===== src/rtl/ram_reader.sv =====
// ram_reader: sequential read-back engine for the 256x16 result RAM.
// On start it fetches `count` consecutive words from `base_addr` (address
// wraps mod 2**ADDR_W), streams each one out over a valid/ready port, and
// pulses `done` once the burst is finished. `reset` is asynchronous and
// active-low; the same net drives the RAM's RSTB at the top level.
module ram_reader #(
  parameter int ADDR_W = 8,
  parameter int DATA_W = 16
) (
  input  logic              clk,
  input  logic              reset,
  input  logic              start,
  input  logic [ADDR_W-1:0] base_addr,
  input  logic [8:0]        count,
  output logic              mem_CEB,
  output logic              mem_WEB,
  output logic [ADDR_W-1:0] mem_addr,
  input  logic [DATA_W-1:0] mem_q,
  output logic              out_valid,
  input  logic              out_ready,
  output logic [DATA_W-1:0] out_data,
  output logic              out_last,
  output logic              busy,
  output logic              done
);

  // Largest burst the RAM can supply without revisiting an address.
  localparam logic [8:0] MAX_WORDS = 9'(2 ** ADDR_W);

  typedef enum logic [2:0] {
    IDLE,
    FETCH,
    CAPTURE,
    SEND,
    DONE
  } state_t;

  state_t            state;
  state_t            state_next;
  logic [ADDR_W-1:0] addr_q;
  logic [8:0]        remaining;
  logic [8:0]        count_sat;
  logic              accept;
  logic              handshake;

  // Bursts longer than the RAM clamp to one full pass.
  assign count_sat = (count > MAX_WORDS) ? MAX_WORDS : count;
  assign accept    = (state == IDLE) && start;
  assign handshake = (state == SEND) && out_ready;

  // The block is read-only, so the write strobe is permanently inactive.
  assign mem_WEB  = 1'b1;
  assign mem_addr = addr_q;

  // State register.
  // NOTE: sequential state is updated with non-blocking assignments so every
  // flop samples the pre-edge values of its neighbours, matching the hardware.
  always_ff @(posedge clk or negedge reset) begin
    if (!reset) state <= IDLE;
    else        state <= state_next;
  end

  // Next-state decode and the state-derived control outputs.
  // NOTE: every signal assigned here gets a default first, so no path through
  // the case leaves one unassigned and no latch is inferred.
  always_comb begin
    state_next = state;
    mem_CEB    = 1'b1;
    out_valid  = 1'b0;
    out_last   = 1'b0;
    busy       = 1'b1;
    done       = 1'b0;
    unique case (state)
      IDLE: begin
        busy = 1'b0;
        if (start) state_next = (count_sat == 9'd0) ? DONE : FETCH;
      end
      FETCH: begin
        mem_CEB    = 1'b0;
        state_next = CAPTURE;
      end
      CAPTURE: begin
        state_next = SEND;
      end
      SEND: begin
        out_valid = 1'b1;
        out_last  = (remaining == 9'd1);
        if (out_ready) state_next = (remaining == 9'd1) ? DONE : FETCH;
      end
      DONE: begin
        done       = 1'b1;
        state_next = IDLE;
      end
      default: state_next = IDLE;
    endcase
  end

  // Datapath: address/count bookkeeping and the registered output word.
  always_ff @(posedge clk or negedge reset) begin
    if (!reset) begin
      addr_q    <= '0;
      remaining <= '0;
      out_data  <= '0;
    end else begin
      if (accept) begin
        addr_q    <= base_addr;
        remaining <= count_sat;
      end
      // RAM data is valid one cycle after the FETCH edge, i.e. during CAPTURE.
      if (state == CAPTURE) out_data <= mem_q;
      if (handshake) begin
        addr_q    <= addr_q + ADDR_W'(1);
        remaining <= remaining - 9'd1;
      end
    end
  end

endmodule

===== config.mk =====
export PLATFORM = sky130hd
export DESIGN_NAME = ram_reader
export DESIGN_NICKNAME = d
export VERILOG_FILES = /design/src/rtl/ram_reader.sv
export SDC_FILE = /design/constraint.sdc
export NUM_CORES = 1
export LEC_CHECK = 0
export ABC_AREA = 1
export BUFFER_PORTS_ARGS = -buffer_cell sky130_fd_sc_hd__buf_2
export CAP_MARGIN = 0
export CELL_PAD_IN_SITES_DETAIL_PLACEMENT = 1
export CELL_PAD_IN_SITES_GLOBAL_PLACEMENT = 1
export CORE_MARGIN = 5
export CORE_UTILIZATION = 35
export DETAILED_ROUTE_END_ITERATION = 7
export HOLD_SLACK_MARGIN = 0.03
export MAX_ROUTING_LAYER = met4
export PLACE_DENSITY_LB_ADDON = 0.1
export SLEW_MARGIN = 20
export SYNTH_ARGS = -nofsm -noshare
export SYNTH_HDL_FRONTEND = slang
export SYNTH_SLANG_ARGS = --single-unit
export TNS_END_PERCENT = 50

===== constraint.sdc =====
create_clock -name clk -period 2.1 [get_ports clk]
set_clock_uncertainty 0.05 [all_clocks]
set_input_delay 0.42 -clock clk [delete_from_list [all_inputs] [get_ports clk]]
set_output_delay 0.42 -clock clk [all_outputs]
set_load 0.03 [all_outputs]

Word-level counts from Yosys, hierarchy flattened. Cells that the tools add are included.

Flip-flop bits (word level): 36. Input port bits: 37.

Equality and inequality tests: 7. Multiplexer cells: 15. $add $sub $neg: 2. Reductions and logical operators: 6. Magnitude comparators: 1.

Operator list (number): $mux 9 (3); $mux 8 (2); $mux 3 (4); $pmux 3 s4 (1); $eq 9x1->1 const B (1); $gt 9x9->1 const B (1); $logic_not 9->1 (1); $sub 9x1->9 const B (1); $add 8x1->8 const B (1); $eq 3x2->1 const B (2); $mux 1 (5); $ne 2x2->1 const B (2); $eq 3x1->1 const B (1); $eq 3x3->1 const B (1); $logic_not 3->1 (1); $logic_and 1x1->1 (2); $reduce_and 2->1 (1); $reduce_bool 2->1 (1).

Longest topological paths before layout. Gate-level depths: netlist of the first run.

Word-level depth: 6. Mapped depth: 9.

Worst setup path before layout of the first run. No wires, ideal clock.

Path type: register -> output. From: register state[2]. To: output done. Path slack: 0.498 ns. Cell stages (with the launch flop): 3. Data arrival time: 1.132 ns. Buffers on the path: 0. Cell sequence: dfrtp_1 -> inv_1 -> nor3_1.

Cells in the longest elaborated chain, start to end: 2.

Ends and longest elaborated chain: start, declared (line 38) `state_t state;`; start signal, assigned (line 60) `else state <= state_next;`; $eq 3x3->1 (line 73) `unique case (state)`; $mux 1 (line 73); end, declared (line 24) `output logic done`.

Every way passes these cells.

Worst setup path after layout of the first run.
From: register remaining[1]. To: output out_last.

Cells in the longest elaborated chain, start to end: 2.

Ends and longest elaborated chain: start, declared (line 41) `logic [8:0] remaining;`; start signal, assigned (line 107) `remaining <= count_sat;`; start signal, assigned (line 113) `remaining <= remaining - 9'd1;`; $eq 9x1->1 (line 87) `out_last = (remaining == 9'd1);`; $mux 1 (line 73); end, declared (line 22) `output logic out_last,`.

Every way passes these cells.

==> impl_results.md, run 1 <==
* Clock Sink Count at 36
* Status: finished clean
* Sequential power share at around 31%
* Unique cell type count in the Yosys netlist at 33
* Total congestion overflow at 0
* Per-cell via count in the routed design at between 4 and 5
* Period utilization at around 93%
* Critical Path Start Type: flop
* Setup_tns at 0 ns
* Syn-to-layout area delta at 24.97%
* Pre-Repair DR Iteration Count at 4
* Largest cells by area after synthesis: dfrtp_1, nand2_1, nand3_1, inv_1, nor2_1
* Fraction of final layout cells sized beyond drive strength 1 at around a third
* Number of DRC markers in iteration 0 at 55
* Critical path endpoint category: output port
* Post-synth EDFFs at 0
* Number of global-route vias before repair at 2,061
* Crit path buf inv count at 3
* Post-Synth XOR/XNOR Area at 0.4242%
* Filler Cells Inserted at between 700 and 800
* Ant diodes at 0
* Final Routed Wirelength at between 5000 and 6000 microns
* Total via count in the routed design at around 1,900
* Reported leakage power at around 1.4 nW
* Path type of the worst min-delay path: primary input to asynchronous set/reset pin
* Final routed DRC violation total at 0
* Cell chosen for the clock root: clkbuf_8
* Width of the chip at just under 90 microns
* Most used flip-flop cell after synthesis: dfrtp_1
* Switching power of the nets at around 0.0021 W
* Post-synthesis cell count at between 200 and 300
* Most area-hungry cell type in the Yosys netlist: dfrtp_1
* Most used cell along the critical path: inv_1
* Area enclosed by the die boundary at 7534 sq um
* Adder and majority cell fraction of the synthesized area at under 10%
* Gates resized, CTS repair at 0
* Post-layout nets at 379
* Synth cell count leaders: nand2_1, dfrtp_1, nand3_1
* Clock latency on the worst-skew pair at 0.29 ns
* Wire length of the first global-routing pass at slightly below 10,000 microns
* Sw Share at between 50 and 60%
* # Post-CTS Setup Buffers at 0
* CTS tree: built
* Post-synthesis area per instance at 7.675 sq um
* Total count of max-transition violations in the final report at 0
* Sum of net half-perimeters after detailed placement at 4416 microns
* Unrepaired setup endpoints after global routing: no
* PD cells at between 1500 and 2000 nW/um^2
* Largest net degree at the start of global routing at 20
* Start-to-end type of the worst setup path: flop to output port
* MaxCap Viol Count at 0
* Proportion of power drawn by the clock network at 14.7%
* Final Total Pwr at 0.004169 W
* Floorplan row count at 28
* Comb power frac at 54.2%
* Data required time at the worst endpoint at about 1.6 ns
* Initial cell density of the core at a little over a third
* Number of ports placed on the die boundary at 67
* Clock input transition at the sequential cells of the worst setup and hold paths at about 0.08 ns
* Die boundary height at ~87 microns
* IR drop worst, VDD at about 0.61 mV
* Area fraction in compound gates after synthesis at a little over a tenth
* Post-route minimum period at about 2.0 ns
* Cell area after technology mapping at 2064 sq um
* Sequential-to-total area share from yosys stat at between 40% and 50%
* Post-synthesis mux area share at 0%
* Biggest fanout along the worst timing path at 4
* IO Port Bufs at 65
* Internal Dissipation at about 0.0021 W
* Synth Warn # at 0
* Ys async rst share at 100.0%
* Biggest cell delay along the critical path at about 0.37 ns
* Slowest cell on the critical path: dfrtp_1
* Floorplan core area at between 5000 and 6000 sq um
* Gp weighted congestion at around 0.78
* Fmax at just over 500 MHz
* Total of flip-flops plus latches after synthesis at 36
* Critical-path cell list: inv_1 > ha_1 > nand2_1 > nor2_1 > nand3_1 > inv_1 > buf_2
* Nets in the synthesized netlist at approximately 300
* Antenna violations before repair at 0
* Clock Tree Buf Depth at 2
* Basic-gate share of the synthesized area counting and, or, nand and nor cells at around a third
* Total global routing track utilization at 16.81%
* Average wire length per cell after detail routing at approximately 14 microns
* Area share of the leading cell type in the synthesized netlist at 43.64%
* Dominant cell by count in the synthesized netlist: nand2_1
* Final hold violation count at 0
* Number of levels in the clock H-tree at 2
* Num CTS Buffers at 5
* Hold buffers post-CTS at 0
* Cell family with the largest share of critical-path delay: flip-flops
* CP arrival at roughly 1.5 ns
* Largest family of logic cells by synthesized area: simple AND/OR/NAND/NOR gates
* Final setup violation count at 0
* Antenna viol nets, final at 0
path summary, 6_finish.rpt:
kind | start | to | slack (ns) | cells past startpoint
hold / removal | reset | mem_addr[0] | 0.03 | 1
hold reg to reg | out_data[4] | out_data[4] | 0.43 | 2
setup / recovery | remaining[1] | out_last | 0.15 | 7
min in group clk | mem_q[0] | out_data[0] | 0.27 | 3
setup reg to reg | remaining[0] | remaining[6] | 0.55 | 9
max in group asynchronous | reset | out_data[6] | 1.50 | 2
power groups by stage:
stage	logic [W]	clock network, W	registers (W)
global route	0.00252	0.000665	0.00135
CTS	0.00231	0.000636	0.00130
finish	0.00226	0.000615	0.00129
floorplan	0.00126	0	0.00172
detailed placement	0.00230	0	0.00130
global placement	0.00226	0	0.00130
flip-flops by register name, summed over array words and instances, names as in the netlist:
signal	cells
state	3
remaining	9
mem_addr	8
out_data	16
routing by layer:
| layer | track usage (%) | wire length, microns | up-vias |
|---|---|---|---|
| met3 | 4.658 | 386 | 6 |
| met1 | 21.33 | 2619 | 905 |
| met2 | 26.29 | 2605 | 47 |
| met4 | 4.674 | 68 | 0 |
| met5 | - | 0 | - |
| li1 | - | - | 991 |
cells by family after synthesis:
kind of cell / count (synthesis)
AOI/OAI and AO/OA: 30
other: 1
xor gates and xnor gates: 1
adders and majority gates: 3
buffers and inverters: 35
DFF: 36
and+or+nand+nor: 163
cell type report:
class	instances	area, sq um	area share [%]
clock buffer	5	68.82	2.667
clock inverter	3	42.54	1.649
inverter	28	110.1	4.268
multi-input combinational	198	988.4	38.31
sequential	36	900.9	34.92
tap	75	93.84	3.637
timing repair buffer	70	375.4	14.55
layout by cell type, fill, tap and decap left out:
master and count:
nand2_1 96, buf_2 65, dfrtp_1 36, nand3_1 25
inv_1 24, nor2_1 23, o21ai_0 8, o21ai_2 6
nand2_2 5, clkbuf_8 5, nor3_1 4, buf_4 4
nor2_2 3, inv_2 3, a21oi_1 3, o211ai_2 3
nand3_2 3, ha_1 3, nand2_4 2, o22ai_2 2
o21ai_1 2, nor2_4 1, nand4_1 1, inv_6 1
o21a_1 1, xnor2_1 1, o22ai_1 1, a211oi_1 1
a21oi_2 1, o221ai_1 1, o211ai_1 1, conb_1 1
clkinv_2 1, clkinvlp_4 1, bufinv_16 1, buf_12 1
metrics by stage:
stage | worst slack, ns | utilization, % | hold WS, ns | instances | cell area (sq um)
after CTS | 0.1084 | 44.32 | 0.04370 | 415 | 2577
after global placement | 0.4992 | 42.41 | 0.3583 | 407 | 2466
after detailed placement | 0.4359 | 42.41 | 0.3543 | 407 | 2466
after global routing | 0.003052 | 44.36 | 0.05676 | 415 | 2580
final | 0.1452 | 44.36 | 0.02924 | 415 | 2580
after floorplan | 0.4975 | - | 0.07441 | 269 | 2064
No activity file was read; power rests on OpenSTA's default activity.
==> run 2: changes to the inputs <==
Settings changed: BUFFER_PORTS_ARGS -buffer_cell sky130_fd_sc_hd__buf_2 to unset, DONT_BUFFER_PORTS set to 1.
Clock period 2.1 ns to 2.3 ns, I/O delays scaled along.
==> impl_results.md, run 2 (synthesis results as in run 1) <==
* Status: finished clean
* Gp weighted congestion at approximately 0.75
* Biggest fanout along the worst timing path at 5
* IR drop worst, VDD at about 0.63 mV
* Number of ports placed on the die boundary at 67
* Antenna viol nets, final at 0
* IO Port Bufs at 0
* Number of levels in the clock H-tree at 2
* Final hold violation count at 0
* Average wire length per cell after detail routing at 15.93 microns
* Post-layout nets at between 300 and 400
* Data required time at the worst endpoint at 1.79 ns
* Reported leakage power at ~1.1 nW
* Num CTS Buffers at 5
* CP arrival at 1.52 ns
* Initial cell density of the core at 35.50%
* Post-DP Area at approximately 2100 sq um
* Final routed DRC violation total at 0
* Die boundary height at about 87 microns
* Total global routing track utilization at ~17%
* Fmax at 491.7 MHz
* Syn-to-layout area delta at 7.394%
* Clock Sink Count at 36
* Start-to-end type of the worst setup path: flop to output port
* Total via count in the routed design at 1,714
* Sum of net half-perimeters after detailed placement at between 4000 and 5000 microns
* Clock Tree Buf Depth at 2
* Post-route minimum period at between 2 and 2.5 ns
* Final Routed Wirelength at roughly 5500 microns
* Unrepaired setup endpoints after global routing: no
* Sequential cell area at about 900 sq um
* Filler Cells Inserted at between 700 and 800
* Total congestion overflow at 0
* Clock latency on the worst-skew pair at 0.29 ns
* Wire length of the first global-routing pass at about 9400 microns
* Register bank with the most flops: out_data
* Cell chosen for the clock root: clkbuf_8
* Share of the core filled with cells in the final layout at 38.12%
* Pre-Repair DR Iteration Count at 4
* # Post-CTS Setup Buffers at 0
* Most used cells in the layout excluding fill and tap cells: nand2_1, dfrtp_1, nand3_1
* Largest net degree at the start of global routing at 37
* Period utilization at 88.42%
* Critical Path Start Type: flop
* Path type of the worst min-delay path: primary input to flop
* MaxCap Viol Count at 0
* Setup_tns at 0 ns
* Setup slack, reg-to-reg at approximately 0.53 ns
* Fraction of final layout cells sized beyond drive strength 1 at 14.29%
* Per-cell via count in the routed design at a little under 5
* Clock input transition at the sequential cells of the worst setup and hold paths at ~0.08 ns
* Least-Margin Pin Slew at about 0.6 ns
* Floorplan core area at slightly below 6000 sq um
* Number of global-route vias before repair at approximately 1,900
* Leading cell type in the layout, fill and taps excluded: nand2_1
* Relative slew slack at 58.43%
* Max FFs per register at 16
* PD cells at 1547 nW/um^2
* Final setup violation count at 0
* Number of DRC markers in iteration 0 at a little under 50
* Total count of max-transition violations in the final report at 0
* Width of the chip at between 80 and 90 microns
* Area taken by multi-input logic gates at approximately 990 sq um
* Final std cell area, no fill at 2217 sq um
* Antenna violations before repair at 0
* CTS tree: built
* Floorplan row count at 28
* Area enclosed by the die boundary at around 7500 sq um
* Critical path endpoint category: output port
* Ant diodes at 0
## run 2: cell types whose count changed in the layout (fill, tap and decap cells not counted), sizes merged
cell	change
dlygate4sd3	+1
buf	-67
bufinv	-1
## run 2: path summary, 6_finish.rpt
kind,from,to,cells past startpoint
worst max-delay path,state[1],out_last,4
worst min-delay path,mem_q[11],out_data[11],2
worst max register to register,state[2],mem_addr[6],8
worst min register to register,remaining[8],remaining[8],2
max in group asynchronous,reset,out_data[1],2
min in group asynchronous,reset,remaining[3],2
## run 2: critical path, stage by stage, from the launching register on
cell,delay [ns]
dfrtp_1,0.42
nand2_2,0.09
nor2_4,0.29
nand3_1,0.19
inv_1,0.25
## run 2: timing repair
item,in CTS,in global routing
endpoints found under the hold margin,36,0
hold buffers,2,0
setup endpoints to repair,0,0
resized for setup,0,0
## run 2: per-stage QoR
step | std cells | power (W) | setup slack (ns) | hold WS [ns]
final | 348 | 0.003429 | 0.2663 | 0.2273
after detailed placement | 339 | 0.003020 | 0.5002 | 0.1160
after global placement | 339 | 0.002986 | 0.5523 | 0.1156
after floorplan | 269 | 0.002716 | 0.6575 | 0.1144
after CTS | 348 | 0.003499 | 0.2122 | 0.2199
after global routing | 348 | 0.003760 | 0.1310 | 0.2149
## run 2: routing by layer
| metal | vias up | global-route usage (%) | wire length [microns] |
|---|---|---|---|
| li1 | 863 | - | - |
| met1 | 797 | 21.75 | 2618 |
| met2 | 48 | 24.64 | 2454 |
| met3 | 6 | 5.133 | 406 |
| met4 | 0 | 4.249 | 63 |
| met5 | - | - | 0 |
## run 2: report_power, final
| group | internal [W] | total [W] | leakage [nW] | switching, W |
|---|---|---|---|---|
| sequential | 0.000934 | 0.00163 | 0.439 | 0.000699 |
| clock | 0.000205 | 0.000443 | 0.0400 | 0.000238 |
| combinational | 0.000443 | 0.00135 | 0.626 | 0.000910 |
## run 2: cell type report
| type | count | area share [%] |
|---|---|---|
| Sequential cell | 36 | 40.63 |
| Timing Repair Buffer | 4 | 2.032 |
| Inverter | 28 | 4.966 |
| Clock buffer | 5 | 3.104 |
| Tap cell | 75 | 4.232 |
| Clock inverter | 2 | 0.5643 |
| Multi-Input combinational cell | 198 | 44.47 |
